==> config.mk <==
export PLATFORM = sky130hd
export DESIGN_NAME = dmem_access_unit
export DESIGN_NICKNAME = d
export VERILOG_FILES = /design/src/rtl/dmem_access_unit.sv
export SDC_FILE = /design/constraint.sdc
export NUM_CORES = 1
export LEC_CHECK = 0
export CAP_MARGIN = 10
export CORE_MARGIN = 5
export CORE_UTILIZATION = 37
export DETAILED_ROUTE_END_ITERATION = 10
export GPL_TIMING_DRIVEN = 0
export PLACE_DENSITY = 0.77
export SLEW_MARGIN = 20
export SYNTH_ARGS = -nofsm -noshare
export SYNTH_HDL_FRONTEND = slang
export SYNTH_SLANG_ARGS = --single-unit
==> constraint.sdc <==
create_clock -name clk -period 1.43 [get_ports clk]
set_input_delay 0.143 -clock clk [delete_from_list [all_inputs] [get_ports clk]]
set_output_delay 0.143 -clock clk [all_outputs]
set_load 0.02 [all_outputs]
==> src/rtl/dmem_access_unit.sv <==
// MEM-stage data-memory access controller.
// Converts the EX/MEM effective address and store data into a word-aligned
// cache request with byte enables and lane-replicated write data. It also runs
// the request/response handshake with the data cache, holding the pipeline
// until the cache answers. The raw read word and the address offset are kept
// for load extraction in writeback.
module dmem_access_unit (
    input  logic        clk,
    input  logic        rst,
    input  logic        mem_valid,
    input  logic        mem_read_req,
    input  logic        mem_write_req,
    input  logic [2:0]  funct3,
    input  logic [31:0] alu_out,
    input  logic [31:0] rs2_out,
    input  logic [31:0] data_rdata,
    input  logic        data_resp,
    output logic        data_read,
    output logic        data_write,
    output logic [31:0] data_addr,
    output logic [3:0]  data_mbe,
    output logic [31:0] data_wdata,
    output logic [31:0] load_data,
    output logic [1:0]  addr_low,
    output logic        mem_stall,
    output logic        misaligned
);

    typedef enum logic [1:0] {
        IDLE   = 2'd0,
        ACCESS = 2'd1,
        DONE   = 2'd2
    } state_t;

    state_t      state_q, state_d;
    logic        data_read_q, data_read_d;
    logic        data_write_q, data_write_d;
    logic [31:0] data_addr_q, data_addr_d;
    logic [3:0]  data_mbe_q, data_mbe_d;
    logic [31:0] data_wdata_q, data_wdata_d;
    logic [31:0] load_data_q, load_data_d;
    logic [1:0]  addr_low_q, addr_low_d;

    logic        req_s;
    logic [1:0]  off_s;
    logic [3:0]  enc_mbe_s;
    logic [31:0] enc_wdata_s;
    logic        store_mis_s;
    logic        stall_s;
    logic        mis_s;

    assign req_s = mem_valid & (mem_read_req | mem_write_req);
    assign off_s = alu_out[1:0];

    // Byte-enable / write-lane encoding and store alignment check; a read wins over a write.
    always_comb begin
        enc_mbe_s   = 4'b1111;
        enc_wdata_s = 32'd0;
        store_mis_s = 1'b0;
        if (mem_read_req || !mem_write_req) begin
            enc_mbe_s   = 4'b1111;
            enc_wdata_s = 32'd0;
            store_mis_s = 1'b0;
        end else begin
            case (funct3)
                3'b000: begin
                    enc_mbe_s   = 4'b0001 << off_s;
                    enc_wdata_s = {4{rs2_out[7:0]}};
                    store_mis_s = 1'b0;
                end
                3'b001: begin
                    enc_mbe_s   = off_s[1] ? 4'b1100 : 4'b0011;
                    enc_wdata_s = {2{rs2_out[15:0]}};
                    store_mis_s = off_s[0];
                end
                default: begin
                    enc_mbe_s   = 4'b1111;
                    enc_wdata_s = rs2_out;
                    store_mis_s = (off_s != 2'b00);
                end
            endcase
        end
    end

    // Next-state and request-register update for the IDLE/ACCESS/DONE handshake.
    always_comb begin
        state_d      = state_q;
        data_read_d  = data_read_q;
        data_write_d = data_write_q;
        data_addr_d  = data_addr_q;
        data_mbe_d   = data_mbe_q;
        data_wdata_d = data_wdata_q;
        load_data_d  = load_data_q;
        addr_low_d   = addr_low_q;
        stall_s      = 1'b0;
        mis_s        = 1'b0;
        case (state_q)
            IDLE: begin
                if (req_s) begin
                    if (store_mis_s) begin
                        mis_s   = 1'b1;
                        state_d = IDLE;
                    end else begin
                        data_read_d  = mem_read_req;
                        data_write_d = mem_write_req & ~mem_read_req;
                        data_addr_d  = {alu_out[31:2], 2'b00};
                        data_mbe_d   = enc_mbe_s;
                        data_wdata_d = enc_wdata_s;
                        addr_low_d   = off_s;
                        stall_s      = 1'b1;
                        state_d      = ACCESS;
                    end
                end else begin
                    state_d = IDLE;
                end
            end
            ACCESS: begin
                stall_s = 1'b1;
                if (data_resp) begin
                    data_read_d  = 1'b0;
                    data_write_d = 1'b0;
                    if (data_read_q) begin
                        load_data_d = data_rdata;
                    end else begin
                        load_data_d = load_data_q;
                    end
                    state_d = DONE;
                end else begin
                    state_d = ACCESS;
                end
            end
            DONE: begin
                // Stall released for one cycle so the instruction leaves MEM.
                state_d = IDLE;
            end
            default: begin
                state_d = IDLE;
            end
        endcase
    end

    // State and request registers with synchronous reset.
    always_ff @(posedge clk) begin
        if (rst) begin
            state_q      <= IDLE;
            data_read_q  <= 1'b0;
            data_write_q <= 1'b0;
            data_addr_q  <= 32'd0;
            data_mbe_q   <= 4'd0;
            data_wdata_q <= 32'd0;
            load_data_q  <= 32'd0;
            addr_low_q   <= 2'd0;
        end else begin
            state_q      <= state_d;
            data_read_q  <= data_read_d;
            data_write_q <= data_write_d;
            data_addr_q  <= data_addr_d;
            data_mbe_q   <= data_mbe_d;
            data_wdata_q <= data_wdata_d;
            load_data_q  <= load_data_d;
            addr_low_q   <= addr_low_d;
        end
    end

    assign data_read  = data_read_q;
    assign data_write = data_write_q;
    assign data_addr  = data_addr_q;
    assign data_mbe   = data_mbe_q;
    assign data_wdata = data_wdata_q;
    assign load_data  = load_data_q;
    assign addr_low   = addr_low_q;
    assign mem_stall  = stall_s & ~rst;
    assign misaligned = mis_s & ~rst;

endmodule

==> impl_results.md, run 1 <==
* Power density cells at 950 mW/mm^2
* Setup crit start kind: register
* Num Clock Sinks at between 100 and 150
* Net switching share of the total power at a little over a quarter
* Hold depth at 3
* Unrepaired setup endpoints after global routing: true
* P&R area growth vs syn at 64.4%
* # port buffers at 207
* DIE AREA at around 0.014 mm^2
* Slew Viols, Final at 0
* Nets at 852
* WP data arrival at around 1.7 ns
* Global-route wire length before repair at about 26000 um
* Area occupied by multi-input gates at roughly 0.0021 mm^2
* Leakage at 0.00332 uW
* Register area share after synthesis at about 48%
* #FFs+latches synth at about 100
* Layout cell share with drive strength beyond 1 at 13.7%
* Crit-path slowest cell: or3_4
* Routed Antenna Nets at 0
* Slew HR at between 50% and 60%
* Chip width at approximately 120 um
* Flop-to-flop setup slack at -0.34 ns
* Cell Rows at 39
* Met3 WL at about 1300 um
* Worst min-delay path category: in -> reg
* Routed vias at ~4.8k
* Max H-tree Level at 3
* Routed wl met2 at about 8000 um
* Iteration count of the initial detailed-routing pass at 5
* Reg2Reg Depth at 6
* Cell Area, Synth at 0.00437 mm^2
* Final hold slack at about 0.26 ns
* Initial antenna violation count at 2
* Post-synth cell types at 40
* Die H at roughly 120 um
* Worst Setup EP: mem_stall
* Cells after Synth at 516
* Final Instance Area at between 0.007 and 0.008 mm^2
* Violated checks: negative setup slack
* Final WS setup at -0.418 ns
* Fill cell count at around 1.0k
* Global route overflow at 0
* Clock latency on the worst-skew pair at about 0.34 ns
* Starting DRC count in detailed routing at about 400
* Asr flop ratio synth at 0%
* Critical path peak fanout at 4
* Worst VDD drop at 0.658 mV
* Status: complete, but fails checks
* Initial core utilization at between 30% and 40%
* Storage cell area at roughly 0.0021 mm^2
* Met1 Routed Length at a little under 7000 um
* FF-to-FF Start: state_q[0]$_SDFF_PP0_
* Post-synth EDFFs at 0
* Clock tree from TritonCTS: done
* Final setup vio count at slightly above 70
* Setup CP Type: reg -> out
* Clk_skew at 0.00748 ns
* RR Endpoint: data_wdata[2]$_SDFFE_PP0P_
* Final hold vios at 0
* Critical Path Source: state_q[0]$_SDFF_PP0_
* Final instance count without filler cells at between 800 and 900
* DP Cell Count at between 800 and 900
* Max Freq at approximately 0.54 GHz
* Uppermost layer routed: met4
* Commonest register cell after synthesis: dfxtp_1
* Internal power at around 5000 uW
* Synthesized area per cell at ~8.5 um^2
* Vias in the first global route at 5056
* CTS Buf Count at 9
* Detailed placement HPWL at approximately 12000 um
* Comb pwr share at around 19%
* Crit. End Element: primary output
* CP most frequent cell: buf_6
* Sw power at around 1800 uW
* Via density at between 5 and 6
* DR DRC count at 0
* Pin count of the biggest net entering global routing at 18
* Clock buffer depth at 2
* Power share of the clock group at 36.0%
* Ports at about 210
* Min cycle time layout at around 1.8 ns
* Final period util at 129%
* GPL Wtd Cong at a little under 0.9
* CTS clk-pin slew, worst paths at ~0.07 ns
* Slew @ Worst Pin at 0.608 ns
* Ys Warns at 0
* CP Cell Sequence: nand2b_4 > or3_4 > nor2_4 > buf_6 > o21a_4 > buf_6
* WP data required at ~1.3 ns
* Root Driver: clkbuf_16
* Final WL at 16600 um
* Hold_buf cts at 0
* Sequential power share at 44.7%
* Routed WL per cell at about 19 um
* Core Area at 0.0115 mm^2
* Max-cap violations at 0
* Area after DPL at around 0.0066 mm^2
* Worst path max stage delay at 0.40 ns
* Tot GR Track Use at a little under a quarter
cells in the mapped netlist (all sizes together), types with 2 or more instances:
library cell	n	area [um^2]
nor2	7	26.3
dfxtp	104	2080
o211ai	17	128
nor3	2	26.3
a311oi	4	35.0
mux2	16	180
mux2i	8	80.1
a41o	9	90.1
inv	2	7.51
nand4	16	100
o211a	8	80.1
o21bai	2	15.0
clkbuf	34	128
buf	19	119
nand2b	2	20.0
o21ai	59	295
nand2	91	342
nand3	32	160
a21oi	70	354
placed cells by master, fill, tap and decap left out, types with 5 or more instances in the layout:
cell and instances:
dlygate4sd2_1 90, mux2_2 16, clkbuf_1 21, buf_6 10
clkbuf_16 9, dfxtp_1 102, buf_4 16, clkbuf_8 7
nand4_1 16, o211ai_1 17, a21oi_1 69, a41o_1 9
buf_2 7, o211a_1 8, o21ai_0 26, clkdlybuf4s50_1 97
nand3_1 32, nand2_1 90, o21ai_1 31, dlymetal6s2s_1 14
nor2_1 5, mux2i_1 8
worst min path at each step:
stage | from | to | slack (ns)
after floorplan | data_rdata[27] | load_data[27]$_SDFFE_PP0P_ | 0.28
after global placement | load_data[24]$_SDFFE_PP0P_ | load_data[24]$_SDFFE_PP0P_ | 0.44
after detailed placement | load_data[22]$_SDFFE_PP0P_ | load_data[22]$_SDFFE_PP0P_ | 0.45
after CTS | mem_read_req | data_read$_SDFFE_PP0P_ | 0.23
after global routing | alu_out[1] | addr_low[1]$_SDFFE_PP0P_ | 0.27
final | mem_read_req | data_read$_SDFFE_PP0P_ | 0.26
power groups by stage:
stage / clock network [uW] / registers [uW] / logic [uW]
after floorplan: 0 / 3230 / 439
after global placement: 0 / 3110 / 1200
after detailed placement: 0 / 3120 / 1220
after CTS: 2500 / 3050 / 1310
after global routing: 2630 / 3060 / 1400
final: 2460 / 3050 / 1320
stage by stage:
stage / setup slack, ns / TNS [ns] / utilization [%] / power (uW)
2_1_floorplan: -0.128 / -2.54 / - / 3670
3_3_place_gp: -1.12 / -51.66 / 57.7 / 4310
3_5_place_dp: -1.13 / -55.13 / 57.7 / 4340
4_1_cts: -0.485 / -19.89 / 61.9 / 6860
5_1_grt: -0.482 / -16.76 / 62.4 / 7100
6_report: -0.418 / -12.10 / 62.4 / 6830
critical path, delay by kind of cell, from the launching register on:
kind	cells	cell delay, ns
AO/OA/AOI/OAI	1	0.11
buffers and inverters	2	0.23
AND/OR/NAND/NOR	3	0.68
flip-flops	1	0.34
kinds of logic (layout without fill, tap and decap cells):
group	Yosys count	in the layout	share of synthesized area, %
AO/OA/AOI/OAI	173	173	23.6
flip-flops	104	104	47.6
multiplexers	24	24	5.95
other	1	4	0.0858
buffers and inverters	55	290	5.81
AND/OR/NAND/NOR	159	159	16.9
state kept, by name (all words and copies together), names as in the netlist:
register    cells
data_wdata     32
load_data      32
data_addr      30
data_mbe        4
addr_low        2
state_q         2
data_read       1
data_write      1
final cells by class:
type	count	share of cell area, %
clock buffers	10	3.19
inverters	2	0.104
plain buffers	49	4.53
flip-flops and latches	104	29.0
repair buffers	223	30.1
well taps	143	2.49
multi-input cells	358	29.6
clock inverters	6	0.975
diodes	2	0.0696
per-layer routing:
metal  track usage (%)  vias up
li1                  -     2301
met1              27.3     2259
met4              9.92        0
met3              6.06       45
met5                 0        -
met2              39.0      240
timing repair:
action                     4_1_cts  5_1_grt
resized for setup              191       49
setup buffers                   14        2
pin swaps                        4        2
setup endpoints to repair      189      115
gates cloned                     4        0
(Power assumes the default switching activity.)
==> run 2, diff against run 1 <==
--- a/config.mk
+++ b/config.mk
@@ -11,6 +11,7 @@
 export DETAILED_ROUTE_END_ITERATION = 10
 export GPL_TIMING_DRIVEN = 0
 export PLACE_DENSITY = 0.77
+export SKIP_CTS_REPAIR_TIMING = 1
 export SLEW_MARGIN = 20
 export SYNTH_ARGS = -nofsm -noshare
 export SYNTH_HDL_FRONTEND = slang
==> impl_results.md, run 2 (synthesized netlist as in run 1, its figures left out) <==
* Status: complete, but fails checks
* Violated checks: negative setup slack
* Clock tree from TritonCTS: done
* Final WL at 16700 um (+0.70%)
* Max H-tree Level at 3 (unchanged)
* Routed Antenna Nets at 0 (unchanged)
* Clock buffer depth at 2 (unchanged)
* Most common cell after layout, fill and taps aside: dlymetal6s2s_1
* Final Instance Area at 0.00740 mm^2 (+2.9%)
* Core Area at 0.0115 mm^2 (unchanged)
* P&R area growth vs syn at 69.3%
* Worst VDD drop at 0.691 mV (+5.1%)
* Slew @ Worst Pin at 0.697 ns (+0.0891 ns)
* Via density at 5.43 (+0.53%)
* Die H at 119 um (unchanged)
* Storage cell area at 0.00208 mm^2 (unchanged)
* Final hold vios at 0 (unchanged)
* Power density cells at 923 mW/mm^2 (-2.9%)
* DR DRC count at 0 (unchanged)
* Worst min-delay path category: in -> reg
* Commonest non-fill, non-tap cells in the layout: dlymetal6s2s_1 (104), dfxtp_1 (102), clkdlybuf4s50_1 (97), nand2_1 (90), a21oi_1 (69)
* Max-cap violations at 0 (unchanged)
* Final setup vio count at 72 (unchanged)
* Ports at 211 (unchanged)
* CTS clk-pin slew, worst paths at 0.07 ns (about the same)
* Area occupied by multi-input gates at 0.00214 mm^2 (+0.88%)
* Root Driver: clkbuf_16
* CTS Buf Count at 9 (unchanged)
* Routed vias at 4838 (-0.14%)
* Slew Viols, Final at 0 (unchanged)
* Global route overflow at 0 (unchanged)
* Starting DRC count in detailed routing at 291 (-26%)
* Max Freq at 0.526 GHz (-2.8%)
* Pin count of the biggest net entering global routing at 18 (unchanged)
* Crit. End Element: primary output
* Layout cell share with drive strength beyond 1 at 14.6% (+0.91 points)
* Routed WL per cell at 18.8 um (+1.4%)
* WP data required at 1.29 ns (about the same)
* Setup crit start kind: register
* Final WS setup at -0.471 ns (-0.0534 ns)
* Initial core utilization at 38.0% (unchanged)
* Num Clock Sinks at 104 (unchanged)
* Setup TNS at -11.92 ns (+0.180 ns)
* Clock latency on the worst-skew pair at 0.34 ns (about the same)
* Clk_skew at 0.00640 ns (-0.00108 ns)
* Area after DPL at 0.00664 mm^2 (unchanged)
* Critical path peak fanout at 4 (unchanged)
* Chip width at 119 um (unchanged)
* Final period util at 133% (+3.7 points)
* Vias in the first global route at 4870 (-3.7%)
* Iteration count of the initial detailed-routing pass at 5 (unchanged)
* Leakage at 0.00445 uW (+34%)
* Fill cell count at 967 (-6.5%)
* Nets at 846 (-0.70%)
* # port buffers at 207 (unchanged)
* DIE AREA at 0.0141 mm^2 (unchanged)
* Unrepaired setup endpoints after global routing: true
* Tot GR Track Use at 22.1% (-0.84 points)
* Min cycle time layout at 1.90 ns (+0.0534 ns)
* WP data arrival at 1.76 ns (+0.06 ns)
* Setup CP Type: reg -> out
* Initial antenna violation count at 1 (-1)
* Global-route wire length before repair at 25300 um (-3.7%)
* Post-route core utilization at 64.2% (+1.8 points)
* GPL Wtd Cong at 0.868 (unchanged)
* Slew HR at 53.5% (-5.7 points)
* Cell Rows at 39 (unchanged)
* Detailed placement HPWL at 12500 um (unchanged)
## run 2: cell types whose count changed in the layout (fill, tap and decap cells not counted), sizes merged
| cell | change |
|---|---|
| buf | -3 |
| dlygate4sd2 | -90 |
| clkdlybuf4s15 | -4 |
| clkbuf | +1 |
| dlymetal6s2s | +90 |
## run 2: critical path, cell delays in order (launching register included)
cell and delay, ns:
dfxtp_2 0.34, nand2b_4 0.16, or3_4 0.43, nor2_4 0.13
buf_6 0.12, o21a_2 0.12, buf_6 0.12
## run 2: metal layers
metal  wire [um]  share of wire (%)  GRT usage [%]  up-vias
met4         473                2.8           8.76        0
met2        8220                 49           37.3      221
met5           0                  0              0        -
met1        6730                 40           26.8     2287
met3        1310                7.8           5.87       35
li1            -                  -              -     2295
## run 2: final timing paths
check                                            startpoint                           to  cells past startpoint  slack (ns)
worst max-delay path                  state_q[0]$_SDFF_PP0_                    mem_stall                      6       -0.47
worst min-delay path                           mem_read_req       data_read$_SDFFE_PP0P_                      3        0.15
worst max register to register        state_q[0]$_SDFF_PP0_   data_wdata[2]$_SDFFE_PP0P_                      6       -0.31
worst min register to register  data_wdata[16]$_SDFFE_PP0P_  data_wdata[16]$_SDFFE_PP0P_                      2        0.45
## run 2: where the power goes
part           internal [uW]  total [uW]  switching (uW)
Sequential              3000        3050            58.9
Clock                   1360        2460            1100
Combinational            637        1310             670
## run 2: final cells by class
cell class / count / area share, %
diodes: 2 / 0.0676
plain buffers: 50 / 3.97
clock buffers: 10 / 3.09
clock inverters: 6 / 0.947
inverters: 2 / 0.101
multi-input cells: 358 / 29.0
flip-flops and latches: 104 / 28.2
well taps: 143 / 2.42
repair buffers: 216 / 32.3
## run 2: metrics by stage
| stage | cells | hold slack [ns] | setup slack, ns | power [uW] |
|---|---|---|---|---|
| 2_1_floorplan | 517 | 0.279 | -0.128 | 3670 |
| 3_3_place_gp | 867 | 0.441 | -1.12 | 4310 |
| 3_5_place_dp | 867 | 0.447 | -1.13 | 4340 |
| 4_1_cts | 883 | 0.340 | -1.23 | 6780 |
| 5_1_grt | 890 | 0.153 | -0.531 | 7100 |
| 6_report | 891 | 0.145 | -0.471 | 6830 |
